File: config.mk
export PLATFORM = sky130hd
export DESIGN_NAME = fgcg_issue_ctrl
export DESIGN_NICKNAME = d
export VERILOG_FILES = /design/src/rtl/fgcg_pkg.sv /design/src/rtl/fgcg_sync_fifo.sv /design/src/rtl/fgcg_issue_ctrl.sv
export SDC_FILE = /design/constraint.sdc
export NUM_CORES = 1
export LEC_CHECK = 0
export CORE_MARGIN = 10
export CORE_UTILIZATION = 40
export DETAILED_ROUTE_END_ITERATION = 8
export SLEW_MARGIN = 25
export SYNTH_ARGS = -nofsm -noshare
export SYNTH_HDL_FRONTEND = slang
export SYNTH_SLANG_ARGS = --single-unit
File: constraint.sdc
create_clock -name clk -period 3.1 [get_ports clk]
set_input_delay 0.465 -clock clk [delete_from_list [all_inputs] [get_ports clk]]
set_output_delay 0.465 -clock clk [all_outputs]
set_load 0.05 [all_outputs]
File: src/rtl/fgcg_pkg.sv
// Shared definitions for the fine-grained clock-gated (FGCG) pipeline blocks.
package fgcg_pkg;

    typedef enum logic [1:0] {
        IDLE = 2'd0,
        WAKE = 2'd1,
        RUN  = 2'd2
    } fgcg_state_e;

endpackage

File: src/rtl/fgcg_sync_fifo.sv
// Small synchronous FIFO with wrap-bit pointers and an asynchronous head read.
module fgcg_sync_fifo #(
    parameter int W     = 8,
    parameter int DEPTH = 4
) (
    input  logic                         clk,
    input  logic                         rstb,
    input  logic                         push,
    input  logic [W-1:0]                 push_data,
    input  logic                         pop,
    output logic [W-1:0]                 head,
    output logic                         full,
    output logic                         empty,
    output logic [$clog2(DEPTH+1)-1:0]   level
);
    localparam int AW = $clog2(DEPTH);

    logic [AW:0]  wr_ptr_q, rd_ptr_q;
    logic [W-1:0] mem_q [DEPTH];
    logic         push_ok, pop_ok;

    assign empty   = (wr_ptr_q == rd_ptr_q);
    assign full    = (wr_ptr_q[AW] != rd_ptr_q[AW]) && (wr_ptr_q[AW-1:0] == rd_ptr_q[AW-1:0]);
    assign level   = wr_ptr_q - rd_ptr_q;
    assign head    = mem_q[rd_ptr_q[AW-1:0]];
    assign push_ok = push && !full;
    assign pop_ok  = pop && !empty;

    always_ff @(posedge clk or negedge rstb) begin
        if (!rstb) begin
            wr_ptr_q <= '0;
            rd_ptr_q <= '0;
        end else begin
            if (push_ok) wr_ptr_q <= wr_ptr_q + (AW+1)'(1);
            if (pop_ok)  rd_ptr_q <= rd_ptr_q + (AW+1)'(1);
        end
    end

    // Storage is not reset; the pointers alone define which entries are live.
    always_ff @(posedge clk) begin
        if (push_ok) mem_q[wr_ptr_q[AW-1:0]] <= push_data;
    end

endmodule

File: src/rtl/fgcg_issue_ctrl.sv
// Source-side issuer for a chain of clock-gated stages: raises the stage enable one
// cycle ahead of the data and holds it through short gaps.
module fgcg_issue_ctrl
    import fgcg_pkg::*;
#(
    parameter int W           = 8,
    parameter int DEPTH       = 4,
    parameter int HOLD_CYCLES = 2
) (
    input  logic                         clk,
    input  logic                         rstb,
    input  logic                         in_valid,
    output logic                         in_ready,
    input  logic [W-1:0]                 in_data,
    output logic                         clk_en_out,
    output logic                         valid_out,
    output logic [W-1:0]                 data_out,
    output logic [$clog2(DEPTH+1)-1:0]   fifo_level,
    output logic                         busy
);
    localparam int CW = (HOLD_CYCLES > 1) ? $clog2(HOLD_CYCLES) : 1;

    fgcg_state_e   state_q, state_d;
    logic [CW-1:0] idle_cnt_q, idle_cnt_d;
    logic          clk_en_q, clk_en_d;
    logic          valid_q, valid_d;
    logic [W-1:0]  data_q, data_d;
    logic          fifo_full, fifo_empty, push, pop;
    logic [W-1:0]  fifo_head;

    assign push = in_valid && !fifo_full;

    fgcg_sync_fifo #(
        .W     (W),
        .DEPTH (DEPTH)
    ) u_fifo (
        .clk       (clk),
        .rstb      (rstb),
        .push      (push),
        .push_data (in_data),
        .pop       (pop),
        .head      (fifo_head),
        .full      (fifo_full),
        .empty     (fifo_empty),
        .level     (fifo_level)
    );

    always_comb begin
        state_d    = state_q;
        idle_cnt_d = idle_cnt_q;
        clk_en_d   = clk_en_q;
        valid_d    = 1'b0;
        data_d     = data_q;
        pop        = 1'b0;
        case (state_q)
            IDLE: begin
                clk_en_d = 1'b0;
                if (!fifo_empty) begin
                    state_d  = WAKE;
                    clk_en_d = 1'b1;
                end
            end
            WAKE: begin
                pop        = !fifo_empty;
                state_d    = RUN;
                clk_en_d   = 1'b1;
                idle_cnt_d = '0;
            end
            RUN: begin
                // Items arriving during hold-off go straight out; no second wake-up.
                if (!fifo_empty) begin
                    pop        = 1'b1;
                    idle_cnt_d = '0;
                end else if (idle_cnt_q == CW'(HOLD_CYCLES - 1)) begin
                    state_d    = IDLE;
                    clk_en_d   = 1'b0;
                    idle_cnt_d = '0;
                end else begin
                    idle_cnt_d = idle_cnt_q + CW'(1);
                end
            end
            default: begin
                state_d    = IDLE;
                clk_en_d   = 1'b0;
                idle_cnt_d = '0;
            end
        endcase
        if (pop) begin
            valid_d = 1'b1;
            data_d  = fifo_head;
        end
    end

    always_ff @(posedge clk or negedge rstb) begin
        if (!rstb) begin
            state_q    <= IDLE;
            idle_cnt_q <= '0;
            clk_en_q   <= 1'b0;
            valid_q    <= 1'b0;
            data_q     <= '0;
        end else begin
            state_q    <= state_d;
            idle_cnt_q <= idle_cnt_d;
            clk_en_q   <= clk_en_d;
            valid_q    <= valid_d;
            data_q     <= data_d;
        end
    end

    assign clk_en_out = clk_en_q;
    assign valid_out  = valid_q;
    assign data_out   = data_q;
    assign in_ready   = !fifo_full;
    assign busy       = (state_q != IDLE) || (fifo_level != '0);

endmodule

==> reports/results.ini <==
[sta]
setup_viol=0
post-route-period-util_pct=83.6
fmax_mhz=386
drv_slew=0
fin_skew_ps=6.04
setup_tns_ps=0
report.final.hold_viol_count=0
worst_pin_slew_ps=896
period_minus_slack_ps=2590
relSlewSlack_pct=40.1
rsz0062_at_grt=false

[clock_tree]
postCtsHoldBufs=0
cts_sinks=51
cts-buffers-inserted=5
cts_buffer_depth=2
path_clk_slew_ps=90
insertion_delay_ps=300
cts_tree=yes
cts_resized=0
cts_setup_buffers=0
htreeDepth=2
cts-root-buf=clkbuf_8

[floorplan]
initial_utilization_pct=41.9
dieArea_um2=8810
rows=26
ios=26
die_w_um=93.8
die_height_um=93.8
coreArea_um2=5200

[placed_design]
port_buffers=25
hpwl_um=2680
gp_congestion=0.730

[worst_setup_path]
path_max_fanout=6
start_kind=flip-flop
crit_type=reg -> out
worstSetupEndpointType=output port
r2r_end=u_fifo.mem_q[3][5]$_DFFE_PP_
worstReg2RegStart=u_fifo.wr_ptr_q[0]$_DFFE_PN0P_
r2r_cells=5
cp.required_ps=2630
endpoint=in_ready
arrival_ps=2130
startpoint=u_fifo.wr_ptr_q[0]$_DFFE_PN0P_
ff2ff_setup_slack_ps=930

[yosys]
synth_top_family_by_area=multiplexers
synth_seq_cells=51
muxShareOfSynthArea_pct=13.8
ys_seq_area_share_pct=65.9
synthXorXnorAreaFrac_pct=3.16
yosysWarningCount=0
synthAdderAreaFrac_pct=7.23
synth_compound_area_share_pct=4.13
ys_types=28
netlist_instances=124
avgSynthCellArea_um2=17.6
synth_nets=147
synth_area_um2=2180
synthSimpleGateAreaFrac_pct=3.73

[global_routing]
grt_max_degree=20
antenna_found_initial=0
overflow=0
grt_first_pass_wirelength_um=6470
gr-usage-all-layers_pct=9.61
grt_pass1_vias=1184

[detailed_routing]
wirelength_um=3860
drt-wirelength-per-cell_um=17.1
antenna_left=0
viasPerCell=4.87
first_pass_iters=4
num_vias=1101
first_iter_violations=39
drc=0

[job]
max_cap_violations=0

[min_path]
min_from=data_out[2]$_DFFE_PN0P_
hp-class=reg -> reg

[layout]
final_cell_mix=edfxtp_1, clkdlybuf4s50_1, dfrtp_1, ha_1, mux4_2
seqCellArea_um2=1440
fill_cells=448
drive_above_1_share_pct=17.9
multi_input_area_um2=698
antennaDiodeCount=0
final_nets=178
synthToLayoutAreaGrowth_pct=20.0
final_common_cell=edfxtp_1

[outcome]
status=finished, final reports clean

## critical path: stages (launching register included)
cell,delay (ps)
dfrtp_1,410
inv_1,150
ha_1,340
nand3_1,120
clkdlybuf4s50_1,800
## cell type report
type                            instances  area share (%)
Multi-Input combinational cell         63            26.7
Inverter                                7            1.00
Tap cell                               70            3.35
Timing Repair Buffer                   27            9.85
Sequential cell                        51            54.9
Clock buffer                            5            2.63
Clock inverter                          3            1.63
## sequential cells by signal, indices dropped and copies added, names as in the netlist
name	flops
idle_cnt_q	1
data_out	8
clk_en_out	1
u_fifo.wr_ptr_q	3
u_fifo.mem_q	32
state_q	2
u_fifo.rd_ptr_q	3
valid_out	1
## metrics by stage
step | util (%) | instances | setup WS, ps | hold WS [ps] | area [um2]
after detailed placement | 48.1 | 218 | 823 | 483 | 2510
after global routing | 50.3 | 226 | 445 | 531 | 2620
after global placement | 48.1 | 218 | 878 | 468 | 2510
after CTS | 50.3 | 226 | 485 | 503 | 2620
final | 50.3 | 226 | 509 | 493 | 2620
after floorplan | - | 124 | 235 | 169 | 2180
## metal layers
layer | track usage (%) | part of all wire, % | routed length [um]
met3 | 3.52 | 5.6 | 217
met4 | 2.66 | 0.36 | 14
met2 | 16.3 | 53 | 2050
met1 | 11.1 | 41 | 1580
met5 | 0 | 0 | 0
## synth_stat cells
master / count / area (um2)
nor3b_1: 1 / 7.51
edfxtp_1: 32 / 961
buf_2: 1 / 5.00
xnor2_2: 1 / 16.3
nand4b_1: 1 / 8.76
dfrtp_1: 19 / 475
clkbuf_1: 1 / 3.75
buf_6: 1 / 11.3
mux2_2: 3 / 33.8
o21ai_1: 2 / 10.0
mux4_2: 8 / 180
inv_1: 7 / 26.3
nand2_1: 6 / 22.5
and2_1: 4 / 25.0
ha_1: 11 / 138
fa_1: 1 / 20.0
a22o_1: 1 / 8.76
xnor2_1: 3 / 26.3
xor2_1: 3 / 26.3
a21boi_4: 1 / 18.8
o21ai_0: 3 / 15.0
o221ai_1: 1 / 8.76
o21a_1: 1 / 7.51
mux2_4: 2 / 30.0
a31oi_4: 1 / 21.3
mux2_1: 5 / 56.3
nand3_1: 2 / 10.0
nor2_1: 2 / 7.51
## cells by family (layout without fill, tap and decap cells)
family / count (synthesis) / in the layout
AO/OA/AOI/OAI: 10 / 10
flip-flops: 51 / 51
XOR/XNOR: 7 / 7
buffers and inverters: 10 / 42
adder cells (fa/ha/maj): 12 / 12
multiplexers: 18 / 18
AND/OR/NAND/NOR: 16 / 16
## worst min path at each step
stage,depth (start not counted),end,slack (ps)
after global routing,1,data_out[2]$_DFFE_PN0P_,530
final,1,data_out[2]$_DFFE_PN0P_,490
after detailed placement,1,data_out[2]$_DFFE_PN0P_,480
after CTS,1,data_out[4]$_DFFE_PN0P_,500
after global placement,1,data_out[1]$_DFFE_PN0P_,470
after floorplan,0,clk_en_out$_DFFE_PN0P_,170
Power is not shown: default switching activity piles up to over one toggle a cycle in this logic, so the estimate is an artifact.
==> RTL edit 1 (same settings) <==
`HOLD_CYCLES`: 2 -> 1.
--- a/src/rtl/fgcg_issue_ctrl.sv
+++ b/src/rtl/fgcg_issue_ctrl.sv
@@ -5,7 +5,7 @@
 #(
     parameter int W           = 8,
     parameter int DEPTH       = 4,
-    parameter int HOLD_CYCLES = 2
+    parameter int HOLD_CYCLES = 1
 ) (
     input  logic                         clk,
     input  logic                         rstb,
Behaviour: not the same (a bounded check fails within 10 cycles, from zero or initial values and one cycle with rstb low).
==> RTL edit 1 against the original RTL <==
  * Setup slack got worse by 0.20 ns
  * Fmax fell by 7.3%
  * Non-clock buffer count rose by 3
  * Synthesized area fell by 1.8%
  * Via count fell by 0.73%
  * Final area fell by 0.76%
  * Wire length rose by 0.93%
  * First-iteration DRC count rose by 56%
  * Sequential cell count fell by 1
  * Critical path type unchanged
  * Critical endpoint is now fifo_level[1]
Power is not shown: default switching activity piles up to over one toggle a cycle in this logic, so the estimate is an artifact.
==> RTL edit 1: results (changes against the original RTL) <==
| Metric | Value |
|---|---|
| Outcome | completed (unchanged) |
| Mux contribution to synthesized area | 13.7% (was 13.8%) |
| Layout cells sized above 1 | 22.6% (was 17.9%) |
| Largest net degree at the start of global routing | 19 (was 20) |
| Cells after DPL | 221 (was 218) |
| Post-DP Area | 2490 um^2 (was 2510 um^2) |
| Sequential cell area fraction in the yosys report | 65.9% (about the same) |
| Synth unique cells | 29 (was 28) |
| CP endpoint | fifo_level[1] (was in_ready) |
| GRT Util Overall | 9.87% (was 9.61%) |
| Fillcell total | 468 (was 448) |
| Final Non-Filler Cells | 229 (was 226) |
| Nets | 180 (was 178) |
| Worst R2R Setup Slack | 0.84 ns (was 0.93 ns) |
| Most frequent cells after synthesis | edfxtp_1 (32), dfrtp_1 (18), ha_1 (10), mux2_2 (10) (was edfxtp_1 (32), dfrtp_1 (19), ha_1 (11)) |
| Asr flop ratio synth | 36.0% (was 37.3%) |
| 1st-iter DRT viols | 61 (was 39) |
| Detail Placement HPWL | 2710 um (was 2680 um) |
| Cell count after synthesis | 125 (was 124) |
| Final Wtd Congestion | 0.771 (was 0.730) |
| XOR/XNOR share of the synthesized area | 3.21% (was 3.16%) |
| Adder-Cell Fraction of Synth Area | 6.78% (was 7.23%) |
| R2R Path End | u_fifo.mem_q[2][6] (was u_fifo.mem_q[3][5]) |
| Synth top area cells | edfxtp_1 (45%), dfrtp_1 (21%), mux4_2 (8.4%) (was edfxtp_1 (44%), dfrtp_1 (22%), mux4_2 (8.3%)) |
| R2R cell count | 6 (was 5) |
| Crit path DAT | 2.33 ns (was 2.13 ns) |
| Vias in the first global route | 1236 (was 1184) |
| DRT Wirelength | 3900 um (was 3860 um) |
| Worst-path maximum fanout | 4 (was 6) |
| Worst Max-Slew Pin Slew | 0.893 ns (was 0.896 ns) |
==> RTL edit 1: changes by cell type after synthesis, moves of 2 or more <==
cell / delta
mux2_2: +7
mux2_1: -5
a21oi_1: +2
mux2_4: -2
o21ai_1: -2
==> RTL edit 1: worst min path at each step <==
stage,endpoint,from,slack [ns]
final,clk_en_out,clk_en_out,0.51
after CTS,data_out[0],data_out[0],0.52
after global routing,data_out[5],data_out[5],0.54
after floorplan,clk_en_out,rstb,0.17
after global placement,data_out[0],data_out[0],0.49
after detailed placement,data_out[0],data_out[0],0.50
==> RTL edit 1: final cells by class <==
class | count | area, um^2 | share of cell area, %
Clock buffer | 6 | 72.6 | 2.79
Inverter | 8 | 30.0 | 1.16
Clock inverter | 2 | 38.8 | 1.49
Sequential cell | 50 | 1410 | 54.3
Multi-Input combinational cell | 63 | 674 | 26.0
Tap cell | 70 | 87.6 | 3.37
Timing Repair Buffer | 30 | 283 | 10.9
==> RTL edit 1: per-stage QoR <==
step	util, %	setup WS [ns]	hold slack (ns)
global route	50.5	0.233	0.540
floorplan	-	0.235	0.169
global placement	48.4	0.675	0.491
CTS	50.5	0.298	0.519
finish	50.5	0.305	0.514
detailed placement	48.4	0.623	0.497
==> RTL edit 1: layer usage <==
layer	track usage [%]	part of all wire, %	vias up
li1	-	-	523
met1	10.9	42	542
met2	16.8	51	21
met3	4.24	5.6	7
met4	3.08	1.1	0
met5	0	0	-
==> RTL edit 1: cells by family (layout without fill, tap and decap cells) <==
logic type,after synthesis,after routing
flops,50,50
mux,18,18
simple gates,16,16
buf+inv,12,46
fa+ha+maj,11,11
compound gates,11,11
xor+xnor,7,7
==> RTL edit 2 (config.mk and constraints unchanged) <==
Made on the original files. Register the output `fifo_level`, cleared by the reset; this adds one clock of latency there. The other outputs are not delayed to match.
--- a/src/rtl/fgcg_issue_ctrl.sv
+++ b/src/rtl/fgcg_issue_ctrl.sv
@@ -19,6 +19,8 @@
     output logic                         busy
 );
     localparam int CW = (HOLD_CYCLES > 1) ? $clog2(HOLD_CYCLES) : 1;
+
+    logic [$clog2(DEPTH+1)-1:0] fifo_level_d;
 
     fgcg_state_e   state_q, state_d;
     logic [CW-1:0] idle_cnt_q, idle_cnt_d;
@@ -42,7 +44,7 @@
         .head      (fifo_head),
         .full      (fifo_full),
         .empty     (fifo_empty),
-        .level     (fifo_level)
+        .level     (fifo_level_d)
     );
 
     always_comb begin
@@ -111,7 +113,15 @@
     assign valid_out  = valid_q;
     assign data_out   = data_q;
     assign in_ready   = !fifo_full;
-    assign busy       = (state_q != IDLE) || (fifo_level != '0);
+    assign busy       = (state_q != IDLE) || (fifo_level_d != '0);
+
+    always_ff @(posedge clk or negedge rstb) begin
+        if (!rstb) begin
+            fifo_level <= '0;
+        end else begin
+            fifo_level <= fifo_level_d;
+        end
+    end
 
 endmodule
 
Formal check against the unedited RTL: not equivalent (Yosys sat finds a counterexample within 4 cycles, from zero or initial values and one cycle with rstb low).
==> RTL edit 2 against the original RTL <==
  * Setup slack worse by 0.28 ns
  * Wire length down 3.1%
  * Register-to-register slack worse by 0.19 ns
  * Die area up 2.7%
  * Synthesized area increased by 3.4%
  * Sequential cell count grew 3
  * Final area grew 3.2%
  * Critical path depth unchanged
  * Clock skew up 0.0063 ns
Power is not shown: default switching activity piles up to over one toggle a cycle in this logic, so the estimate is an artifact.
==> RTL edit 2: results (changes against the original RTL) <==
| Metric | Value |
|---|---|
| 1st-iter DRT viols | 71 (was 39) |
| Cell count after synthesis | 127 (was 124) |
| Final Wtd Congestion | 0.752 (was 0.730) |
| GRT Util Overall | 9.12% (was 9.61%) |
| Final Non-Filler Cells | 231 (was 226) |
| Sequential cell area fraction in the yosys report | 67.0% (was 65.9%) |
| Vias in the first global route | 1294 (was 1184) |
| WHS Endpoint | data_out[4] (was data_out[2]) |
| Cells after DPL | 223 (was 218) |
| Max-Slew Margin vs Limit | 65.7% (was 40.1%) |
| Layout cells sized above 1 | 16.4% (was 17.9%) |
| Worst-path maximum fanout | 11 (was 6) |
| Crit Reg-Reg Startpoint | u_fifo.rd_ptr_q[1] (was u_fifo.wr_ptr_q[0]) |
| Clock Skew | 0.0124 ns (was 0.00604 ns) |
| Detail Placement HPWL | 2680 um (about the same) |
| Fillcell total | 473 (was 448) |
| Synth Net Count | 150 (was 147) |
| Synth top area cells | edfxtp_1 (43%), dfrtp_1 (24%), mux4_2 (8.0%) (was edfxtp_1 (44%), dfrtp_1 (22%), mux4_2 (8.3%)) |
| Initial antenna violation count | 0 (unchanged) |
| Vias | 1126 (was 1101) |
| Asr flop ratio synth | 40.7% (was 37.3%) |
| Outcome | completed (unchanged) |
| Most frequent cells after synthesis | edfxtp_1 (32), dfrtp_1 (22), ha_1 (11) (was edfxtp_1 (32), dfrtp_1 (19), ha_1 (11)) |
| Hold_sp | data_out[4] (was data_out[2]) |
| Largest net degree at the start of global routing | 23 (was 20) |
| Drt wl/cell | 16.2 um (was 17.1 um) |
[RTL edit 2: cell types whose count changed after synthesis]
cell | before | now
dfrtp_1 | 19 | 22
[RTL edit 2: metal layers]
metal  up-vias  track usage (%)  wire length [um]
met5         -                0                 0
met4         0             3.37                53
met3         5             3.46               219
met2        26             15.3              1890
met1       566             10.3              1580
li1        529                -                 -
[RTL edit 2: area by class of cell]
type | count | area [um^2] | area share, %
clock buffers | 6 | 72.6 | 2.69
clock inverters | 2 | 38.8 | 1.44
inverters | 7 | 26.3 | 0.973
multi-input cells | 63 | 698 | 25.9
flip-flops and latches | 54 | 1510 | 56.0
well taps | 72 | 90.1 | 3.34
repair buffers | 27 | 263 | 9.73
[RTL edit 2: worst max-delay path, stage by stage (launching register included)]
cell,delay (ns)
dfrtp_1,0.67
inv_1,0.13
ha_1,0.39
nand3_1,0.10
clkdlybuf4s50_1,0.81
[RTL edit 2: cell families (layout without fill, tap and decap cells)]
| family | Yosys count | count (layout) | share of synthesized area, % |
|---|---|---|---|
| flops | 54 | 54 | 67.0 |
| mux | 18 | 18 | 13.3 |
| simple gates | 16 | 16 | 3.61 |
| fa+ha+maj | 12 | 12 | 6.99 |
| compound gates | 10 | 10 | 3.99 |
| buf+inv | 10 | 42 | 2.05 |
| xor+xnor | 7 | 7 | 3.05 |
[RTL edit 2: worst max-delay path by stage]
stage,end,slack [ns],depth (start not counted)
after global routing,in_ready,0.14,4
after global placement,in_ready,0.58,4
after floorplan,busy,0.94,5
final,in_ready,0.23,4
after CTS,in_ready,0.23,4
after detailed placement,in_ready,0.56,4
[RTL edit 2: metrics by stage]
stage / setup slack [ns] / area, um^2 / hold slack [ns]
finish: 0.233 / 2700 / 0.492
global route: 0.136 / 2700 / 0.521
CTS: 0.232 / 2700 / 0.497
detailed placement: 0.556 / 2590 / 0.474
global placement: 0.579 / 2590 / 0.465
floorplan: 0.936 / 2260 / 0.169
